`config.mk`:
```
export PLATFORM = sky130hd
export DESIGN_NAME = mult_div_unit
export DESIGN_NICKNAME = d
export VERILOG_FILES = /design/src/rtl/mult_div_pkg.sv /design/src/rtl/mult_div_unit.sv
export SDC_FILE = /design/constraint.sdc
export NUM_CORES = 1
export LEC_CHECK = 0
export CAP_MARGIN = 30
export CORE_ASPECT_RATIO = 2
export CORE_MARGIN = 3
export CORE_UTILIZATION = 54
export DETAILED_ROUTE_END_ITERATION = 10
export MAX_ROUTING_LAYER = met4
export PLACE_DENSITY = 0.76
export SLEW_MARGIN = 5
export SYNTH_ARGS = -nofsm -noshare
export SYNTH_HDL_FRONTEND = slang
export SYNTH_SLANG_ARGS = --single-unit
```
`constraint.sdc`:
```
create_clock -name clock -period 14.1 [get_ports clock]
set_clock_uncertainty 0.2 [all_clocks]
set_input_delay 2.115 -clock clock [delete_from_list [all_inputs] [get_ports clock]]
set_output_delay 2.115 -clock clock [all_outputs]
set_load 0.02 [all_outputs]
```
`src/rtl/mult_div_pkg.sv`:
```
// Shared definitions for the multiply/divide engine and the control unit that drives it.
package mult_div_pkg;

  typedef enum logic [1:0] {
    ST_IDLE     = 2'd0,
    ST_MULT_RUN = 2'd1,
    ST_DIV_RUN  = 2'd2,
    ST_FINISH   = 2'd3
  } md_state_e;

  localparam int MD_ITERATIONS = 32;

  localparam logic [5:0] FUNCT_MULT = 6'h18;
  localparam logic [5:0] FUNCT_DIV  = 6'h1A;

endpackage

```
`src/rtl/mult_div_unit.sv`:
```
// Multicycle signed Booth multiplier / restoring divider with Hi/Lo result registers.
// Handshake: a start is taken on any edge where the engine is Idle or in Finish; Done pulses for one cycle when Hi/Lo are fresh.
module mult_div_unit
  import mult_div_pkg::*;
#(
  parameter int WIDTH = 32
) (
  input  logic             clock,
  input  logic             reset,
  input  logic             MultStart,
  input  logic             DivStart,
  input  logic [WIDTH-1:0] A,
  input  logic [WIDTH-1:0] B,
  output logic [WIDTH-1:0] Hi,
  output logic [WIDTH-1:0] Lo,
  output logic             Busy,
  output logic             Done,
  output logic             DivZero
);

  localparam int         SR_W = 2 * WIDTH + 1;
  localparam logic [4:0] LAST_ITER = 5'(MD_ITERATIONS - 1);

  md_state_e        r_state;
  logic [SR_W-1:0]  r_sr;
  logic [WIDTH-1:0] r_m;
  logic [WIDTH-1:0] r_hi;
  logic [WIDTH-1:0] r_lo;
  logic [4:0]       r_count;
  logic             r_neg_q;
  logic             r_neg_r;
  logic             r_dz;

  logic             w_is_div;
  logic             w_use;
  logic             w_sub;
  logic [WIDTH:0]   w_op_a;
  logic [WIDTH:0]   w_op_b;
  logic [WIDTH:0]   w_sum;
  logic [SR_W-1:0]  w_sr_next;
  logic [WIDTH-1:0] w_upper;
  logic [WIDTH-1:0] w_lower;
  logic [WIDTH-1:0] w_res_hi;
  logic [WIDTH-1:0] w_res_lo;
  logic [WIDTH-1:0] w_abs_a;
  logic [WIDTH-1:0] w_abs_b;
  logic             w_accept;

  assign w_is_div = (r_state == ST_DIV_RUN);
  assign w_abs_a  = A[WIDTH-1] ? -A : A;
  assign w_abs_b  = B[WIDTH-1] ? -B : B;
  assign w_accept = (r_state == ST_IDLE) || (r_state == ST_FINISH);

  // Multiply keeps {acc, multiplier, guard}; divide keeps {remainder, quotient, unused}.
  always_comb begin
    w_use  = 1'b0;
    w_sub  = 1'b0;
    w_op_a = '0;
    w_op_b = '0;
    if (w_is_div) begin
      w_op_a = r_sr[SR_W-1:WIDTH];
      w_op_b = {1'b0, r_m};
      w_use  = 1'b1;
      w_sub  = 1'b1;
    end else begin
      w_op_a = {r_sr[SR_W-1], r_sr[SR_W-1:WIDTH+1]};
      w_op_b = {r_m[WIDTH-1], r_m};
      case (r_sr[1:0])
        2'b01:   w_use = 1'b1;
        2'b10: begin
          w_use = 1'b1;
          w_sub = 1'b1;
        end
        default: w_use = 1'b0;
      endcase
    end
  end

  assign w_sum = !w_use ? w_op_a : (w_sub ? (w_op_a - w_op_b) : (w_op_a + w_op_b));

  // A negative trial difference restores the shifted remainder and shifts in a 0 quotient bit.
  always_comb begin
    w_sr_next = '0;
    if (w_is_div) begin
      w_sr_next = {(w_sum[WIDTH] ? w_op_a[WIDTH-1:0] : w_sum[WIDTH-1:0]),
                   r_sr[WIDTH-1:1], ~w_sum[WIDTH], 1'b0};
    end else begin
      w_sr_next = {w_sum, r_sr[WIDTH:1]};
    end
  end

  assign w_upper  = w_sr_next[SR_W-1:WIDTH+1];
  assign w_lower  = w_sr_next[WIDTH:1];
  assign w_res_hi = (w_is_div && r_neg_r) ? -w_upper : w_upper;
  assign w_res_lo = (w_is_div && r_neg_q) ? -w_lower : w_lower;

  always_ff @(posedge clock or posedge reset) begin
    if (reset) begin
      r_state <= ST_IDLE;
      r_sr    <= '0;
      r_m     <= '0;
      r_hi    <= '0;
      r_lo    <= '0;
      r_count <= '0;
      r_neg_q <= 1'b0;
      r_neg_r <= 1'b0;
      r_dz    <= 1'b0;
    end else if (w_accept) begin
      r_count <= '0;
      r_dz    <= 1'b0;
      if (MultStart) begin
        r_state <= ST_MULT_RUN;
        r_sr    <= {{WIDTH{1'b0}}, B, 1'b0};
        r_m     <= A;
      end else if (DivStart && (B == '0)) begin
        r_state <= ST_FINISH;
        r_dz    <= 1'b1;
      end else if (DivStart) begin
        r_state <= ST_DIV_RUN;
        r_sr    <= {{WIDTH{1'b0}}, w_abs_a, 1'b0};
        r_m     <= w_abs_b;
        r_neg_q <= A[WIDTH-1] ^ B[WIDTH-1];
        r_neg_r <= A[WIDTH-1];
      end else begin
        r_state <= ST_IDLE;
      end
    end else begin
      r_sr <= w_sr_next;
      if (r_count == LAST_ITER) begin
        r_state <= ST_FINISH;
        r_count <= '0;
        r_hi    <= w_res_hi;
        r_lo    <= w_res_lo;
      end else begin
        r_count <= r_count + 5'd1;
      end
    end
  end

  assign Hi      = r_hi;
  assign Lo      = r_lo;
  assign Busy    = (r_state != ST_IDLE);
  assign Done    = (r_state == ST_FINISH);
  assign DivZero = (r_state == ST_FINISH) && r_dz;

endmodule

```
# --- After elaboration in Yosys (flattened, before gate mapping) ---
# Cells that the tools add are included.
op_classes:
  n_reduce_logical: 15
  bitwise: 5
  add_sub_neg: 7
  n_mux: 30
  n_eq_ne: 8
op_table:
  columns: ["op", "n"]
  rows:
  - ["2-to-1 mux 65 bit", 5]
  - ["2-to-1 mux 32 bit", 9]
  - ["negator 32 bit", 4]
  - ["2-to-1 mux 33 bit", 3]
  - ["adder 33 bit", 1]
  - ["subtractor 33 bit", 1]
  - ["logical NOT 32 bit", 1]
  - ["2-to-1 mux 2 bit", 5]
  - ["2-to-1 mux 5 bit", 2]
  - ["equality test 2 bit (second input constant)", 3]
  - ["2-to-1 mux 1 bit", 6]
  - ["!= test 3 bit (second input constant)", 2]
  - ["nonzero test 2 bit", 3]
  - ["adder 5 x 1 -> 5 bit (second input constant)", 1]
  - ["equality test 5 bit (second input constant)", 1]
  - ["logical AND 1 bit", 4]
  - ["NOT 1 bit", 4]
  - ["AND reduction 2 bit", 2]
  - ["AND reduction 4 bit", 1]
  - ["AND reduction 3 bit", 1]
  - ["equality test 2 x 1 -> 1 bit (second input constant)", 1]
  - ["logical NOT 2 bit", 1]
  - ["!= test 2 bit (second input constant)", 1]
  - ["OR reduction 2 bit", 1]
  - ["other kinds (2)", 2]
word_totals:
  regBits: 171
  elab_cells: 74
  input_bits: 68

# --- Depth between registers and ports, before layout ---
depth:
  word_depth: 9
  depth_mapped: 33
  depth_no_buf: 27

# --- Worst setup path before layout ---
# OpenSTA, ideal clock, no wires.
synth_timing:
  kind: "reg-to-reg"
  start: "register r_state[0]"
  end: "register r_hi[29], in the netlist Hi[29]"
  setup_slack_ns: 5.569
  path_stages_with_launch: 27
  setup_time_ns: 0.071
  required_time_ns: 13.829
  period_less_slack_ns: 8.531
  arrival_ns: 8.260
  cell_sequence: "dfrtp_1 -> inv_1 -> ha_1 -> clkbuf_1 -> clkbuf_1 -> buf_1 -> clkbuf_1 -> clkbuf_1 -> buf_1 -> buf_1 -> clkbuf_1 -> clkbuf_1 -> mux2_2 -> ha_1 -> clkbuf_1 -> and4_1 -> nand2_1 -> nor4_1 -> a21boi_2 -> o311ai_2 -> nor3_2 -> mux2i_1 -> a21boi_0 -> or3_4 -> or4_4 -> or4_1 -> nand4_1"
synth_between:
  elab_chain_len: 9
  elab_cells_between_ends: 19
  cone_classes: "3 x add/sub; 2 x eq/ne; 9 x mux; 1 x bitwise; 4 x reduce/logical"
synth_lines:
  columns: ["item", "line", "rtl"]
  rows:
  - ["start, declared", "mult_div_unit.sv:24", "md_state_e r_state;"]
  - ["start signal, assigned", "mult_div_unit.sv:99", "r_state <= ST_IDLE;"]
  - ["start signal, assigned", "mult_div_unit.sv:112", "r_state <= ST_MULT_RUN;"]
  - ["start signal, assigned", "mult_div_unit.sv:116", "r_state <= ST_FINISH;"]
  - ["equality test 2 bit", "mult_div_unit.sv:49", "assign w_is_div = (r_state == ST_DIV_RUN);"]
  - ["2-to-1 mux 32 bit / 2-to-1 mux 33 bit (equally long branches)", "mult_div_unit.sv:60", "if (w_is_div) begin"]
  - ["adder 33 bit / subtractor 33 bit (equally long branches)", "mult_div_unit.sv:79", "assign w_sum = !w_use ? w_op_a : (w_sub ? (w_op_a - w_op_b) : (w_op_a + w_op_b));"]
  - ["2-to-1 mux 33 bit (2 in series)", "mult_div_unit.sv:79", null]
  - ["2-to-1 mux 32 bit", "mult_div_unit.sv:85", "w_sr_next = {(w_sum[WIDTH] ? w_op_a[WIDTH-1:0] : w_sum[WIDTH-1:0]),"]
  - ["2-to-1 mux 65 bit", "mult_div_unit.sv:84", "if (w_is_div) begin"]
  - ["negator 32 bit", "mult_div_unit.sv:94", "assign w_res_hi = (w_is_div && r_neg_r) ? -w_upper : w_upper;"]
  - ["2-to-1 mux 32 bit", "mult_div_unit.sv:94", null]
  - ["end signal, assigned", "mult_div_unit.sv:132", "r_hi <= w_res_hi;"]
  - ["end, declared", "mult_div_unit.sv:27", "logic [WIDTH-1:0] r_hi;"]
# Parallel ways exist; a longest one is shown, timed or not.
# A chain may end at the register's enable or synchronous reset.

# --- Final worst setup path ---
layout_timing:
  start: "register r_state[0]"
  end: "register r_lo[26], in the netlist Lo[26]"
layout_between:
  elab_chain_len: 9
  elab_cells_between_ends: 19
  cone_classes: "3 x add/sub; 2 x eq/ne; 8 x mux; 2 x bitwise; 4 x reduce/logical"
layout_lines:
  columns: ["item", "line", "rtl"]
  rows:
  - ["equality test 2 bit", "mult_div_unit.sv:49", null]
  - ["2-to-1 mux 32 bit / 2-to-1 mux 33 bit (equally long branches)", "mult_div_unit.sv:60", null]
  - ["adder 33 bit / subtractor 33 bit (equally long branches)", "mult_div_unit.sv:79", null]
  - ["2-to-1 mux 33 bit (2 in series)", "mult_div_unit.sv:79", null]
  - ["NOT 1 bit", "mult_div_unit.sv:86", "r_sr[WIDTH-1:1], ~w_sum[WIDTH], 1'b0};"]
  - ["2-to-1 mux 65 bit", "mult_div_unit.sv:84", null]
  - ["negator 32 bit", "mult_div_unit.sv:95", "assign w_res_lo = (w_is_div && r_neg_q) ? -w_lower : w_lower;"]
  - ["2-to-1 mux 32 bit", "mult_div_unit.sv:95", null]
  - ["end signal, assigned", "mult_div_unit.sv:133", "r_lo <= w_res_lo;"]
  - ["end, declared", "mult_div_unit.sv:28", "logic [WIDTH-1:0] r_lo;"]
# Parallel ways exist; a longest one is shown, timed or not.

==> out/metrics.cfg <==
[timing]
final_hold_viol_count=0
number_of_setup_violations_in_the_final_report=0
count_of_final_max_slew_check_failures=0
worst_slew_margin_rel_pct=24.31
finalCritPeriodShare_pct=57.84
tightestPinTransition_ps=1107
clock.fmax_mhz=122.6
final.setup.tns_ps=0
fin_crit_ps=8156
unrepaired_setup_endpoints_after_global_routing=false

[cts]
postCtsResizedCells=0
htreeDepth=4
clk_root_buffer_cell=sky130_fd_sc_hd__clkbuf_16
cts_tree=done
cts-hold-fix-buffers=0
cts.path.max_buffers=2
cts_buffers=17
worst_setup_hold_path_clk_slew_ps=80
clock_sink_total=171
clock_latency_ps=460
cts_setup_buffers=0

[floorplanning]
die_area_um2=29490
start_util_pct=54.89
floorplan.die.height_um=239.9
floorplan.die.width_um=122.9
core.rowCount=85
top_level_ports=135
core_area_um2=26910

[drt]
routed_wl_mm=57.25
routed_via_count_divided_by_cell_count=6.690
post_drt_wl_per_cell_um=24.94
dr_total_vias=15360
post-route-drc-count=0
drtIter0Drc=1123
drtAntennaViolNets=0
drt_pre_antenna_iters=5

[synth]
synth_warnings=0
number_of_different_library_cells_in_the_post_synthesis_netlist=87
synth_top_cells_by_count=236 x sky130_fd_sc_hd__nand2_1, 182 x sky130_fd_sc_hd__o21ai_0, 178 x sky130_fd_sc_hd__nor2_1
synth_area_leader_cell=sky130_fd_sc_hd__dfrtp_1
synth_ff_type=sky130_fd_sc_hd__dfrtp_1
synth_cells=1879
synth-seq-cells=171
synthesis.nets=1991
synthesized_area_per_cell_um2=7.860
synth_top_cells_by_area=sky130_fd_sc_hd__dfrtp_1 29%, sky130_fd_sc_hd__o21ai_0 6.2%, sky130_fd_sc_hd__nand2_1 6.0%
seq_total_area_yosys_pct=28.97
yosysMostFrequentCell=sky130_fd_sc_hd__nand2_1
synth_enable_flop_cells=0
yosysTopAreaCellShare_pct=28.97
asyncSetResetFlopFracSynth_pct=100.0
netlist_area_um2=14770

[grt]
grt-busiest-layer=met2
grt.total_usage_pct=39.73
antenna_violations_before_repair=0
largest_net_degree_at_the_start_of_global_routing=126
grt-ovfl-total=0
grtUsageMet1_pct=35.19
number_of_global_route_vias_before_repair=14970
grt_pass1_wl_mm=85.46
use_met3_pct=5.767
grtUsageMet2_pct=70.25

[finish]
final_layout_size_suffix_gt1_share_pct=6.571
final_nets=2047
area.growth.synth_to_final_pct=14.65
antenna-diode-count=0

[min_path]
hold_class=register to register
worst_hold_path.num_cells=2
min-delay-start=Hi[23]$_DFFE_PP0P_
min_to=Hi[23]$_DFFE_PP0P_

[place]
place.detailed.hpwl_mm=44.30
port_buffers=134
place.gp.congestion=1.059

[setup_path]
worstSetupPathType=register to register
path_delay_family=compound AO/OA/AOI/OAI gates
worst_path_max_delay_cell=sky130_fd_sc_hd__buf_4
reg2reg_setup_slack_ps=5940
rr_worst_depth=23
worst-endpoint-required_ps=14230
r2r_start=r_state[0]$_DFFE_PP0P_
crit_path_end_kind=register
startpoint_type=register
crit_arrival_ps=8290
critical_path_peak_fanout=88
critPathMaxStageDelay_ps=850
r2r_end=Lo[26]$_DFFE_PP0P_
crit_path_cell_trace=inv_1 -> ha_4 -> buf_4 -> mux2_2 -> ha_1 -> a21oi_1 -> o21ai_1 -> a221oi_1 -> nor2_1 -> nor4_1 -> nor3_1 -> a21oi_1 -> ha_1 -> o21ai_0 -> nor3_1 -> o21ai_0 -> nor2_1 -> nand2_1 -> nor2_1 -> nand3_1 -> o311ai_0 -> xnor2_1 -> o21ai_0
critical_path.n_buffers_inverters=2

[run]
timing.max_cap.violations=0

[outcome]
status=finished clean

## tightest hold or removal path, cell delays in order, from the launching register on
cell and delay, ps:
sky130_fd_sc_hd__dfrtp_1 340, sky130_fd_sc_hd__nand2_1 40, sky130_fd_sc_hd__o21ai_0 60
## state kept, by name, summed over array words and instances, names as in the netlist
name     cells
r_m         32
r_dz         1
r_neg_r      1
r_count      5
Lo          32
r_neg_q      1
Hi          32
r_sr        65
r_state      2
## per-layer routing
layer  up-vias  part of all wire, %
li1       7055                    -
met1      7259                   31
met2       717                   53
met3       330                  4.8
met4         0                   12
met5         -                    0
## layout by cell type, fill, tap and decap left out, types with 14 or more instances in the layout
cell                              netlist  final
sky130_fd_sc_hd__xor2_1                95     95
sky130_fd_sc_hd__o21ai_0              182    181
sky130_fd_sc_hd__buf_4                  0     22
sky130_fd_sc_hd__and2_1                14     14
sky130_fd_sc_hd__a21oi_1              142    142
sky130_fd_sc_hd__nand3_1               40     40
sky130_fd_sc_hd__clkdlybuf4s50_1        0    133
sky130_fd_sc_hd__xnor2_1               61     61
sky130_fd_sc_hd__mux2_2                36     36
sky130_fd_sc_hd__nor3_1                44     43
sky130_fd_sc_hd__o31ai_1               43     43
sky130_fd_sc_hd__a31oi_1               23     23
sky130_fd_sc_hd__a21o_1                19     19
sky130_fd_sc_hd__dfrtp_1              171    171
sky130_fd_sc_hd__nand4_1               20     20
sky130_fd_sc_hd__a22o_1                22     22
sky130_fd_sc_hd__ha_1                  43     41
sky130_fd_sc_hd__mux2i_1               49     49
sky130_fd_sc_hd__or4_1                 18     18
sky130_fd_sc_hd__a211oi_1              48     48
sky130_fd_sc_hd__nand2_1              236    235
sky130_fd_sc_hd__or3_1                 21     21
sky130_fd_sc_hd__inv_1                 28     27
sky130_fd_sc_hd__o41ai_1               18     18
sky130_fd_sc_hd__clkbuf_16              0     17
sky130_fd_sc_hd__nor4_1                17     17
sky130_fd_sc_hd__nor2_1               178    177
## layout make-up
class                      count  area (µm²)
tap                          348       435.4
clock buffer                  17       425.4
clock inverter                15       191.4
multi-input combinational   1559        9957
inverter                      28       110.1
timing repair buffer         158        1534
fill                        2408        9975
sequential                   171        4279
## cell families after synthesis
kind of cell	share of synthesized area (%)
buffers and inverters	3.889
DFF	28.97
AOI/OAI and AO/OA	27.00
and+or+nand+nor	21.04
adders and majority gates	3.778
muxes	6.066
xor gates and xnor gates	9.251
## per-stage QoR
stage	worst slack [ps]	std cells	hold WS (ps)	area, µm²	util (%)
6_report	5944	2296	280.6	16930	62.93
3_5_place_dp	6088	2263	267.3	16290	60.53
5_1_grt	5289	2296	300.5	16930	62.93
4_1_cts	6051	2295	278.1	16910	62.83
2_1_floorplan	5569	1879	232.1	14770	-
3_3_place_gp	6296	2261	257.3	16280	60.50
## worst max path at each step
| stage | startpoint | to | slack (ps) | cells past startpoint |
|---|---|---|---|---|
| floorplan | r_state[0]$_DFFE_PP0P_ | Hi[29]$_DFFE_PP0P_ | 5570 | 26 |
| global placement | r_state[0]$_DFFE_PP0P_ | Lo[26]$_DFFE_PP0P_ | 6300 | 23 |
| detailed placement | r_state[0]$_DFFE_PP0P_ | Lo[26]$_DFFE_PP0P_ | 6090 | 23 |
| CTS | r_state[0]$_DFFE_PP0P_ | Lo[26]$_DFFE_PP0P_ | 6050 | 23 |
| global route | r_state[0]$_DFFE_PP0P_ | Lo[26]$_DFFE_PP0P_ | 5290 | 23 |
| finish | r_state[0]$_DFFE_PP0P_ | Lo[26]$_DFFE_PP0P_ | 5940 | 23 |
Power is not shown: default switching activity piles up to over one toggle a cycle in this logic, so the estimate is an artifact.
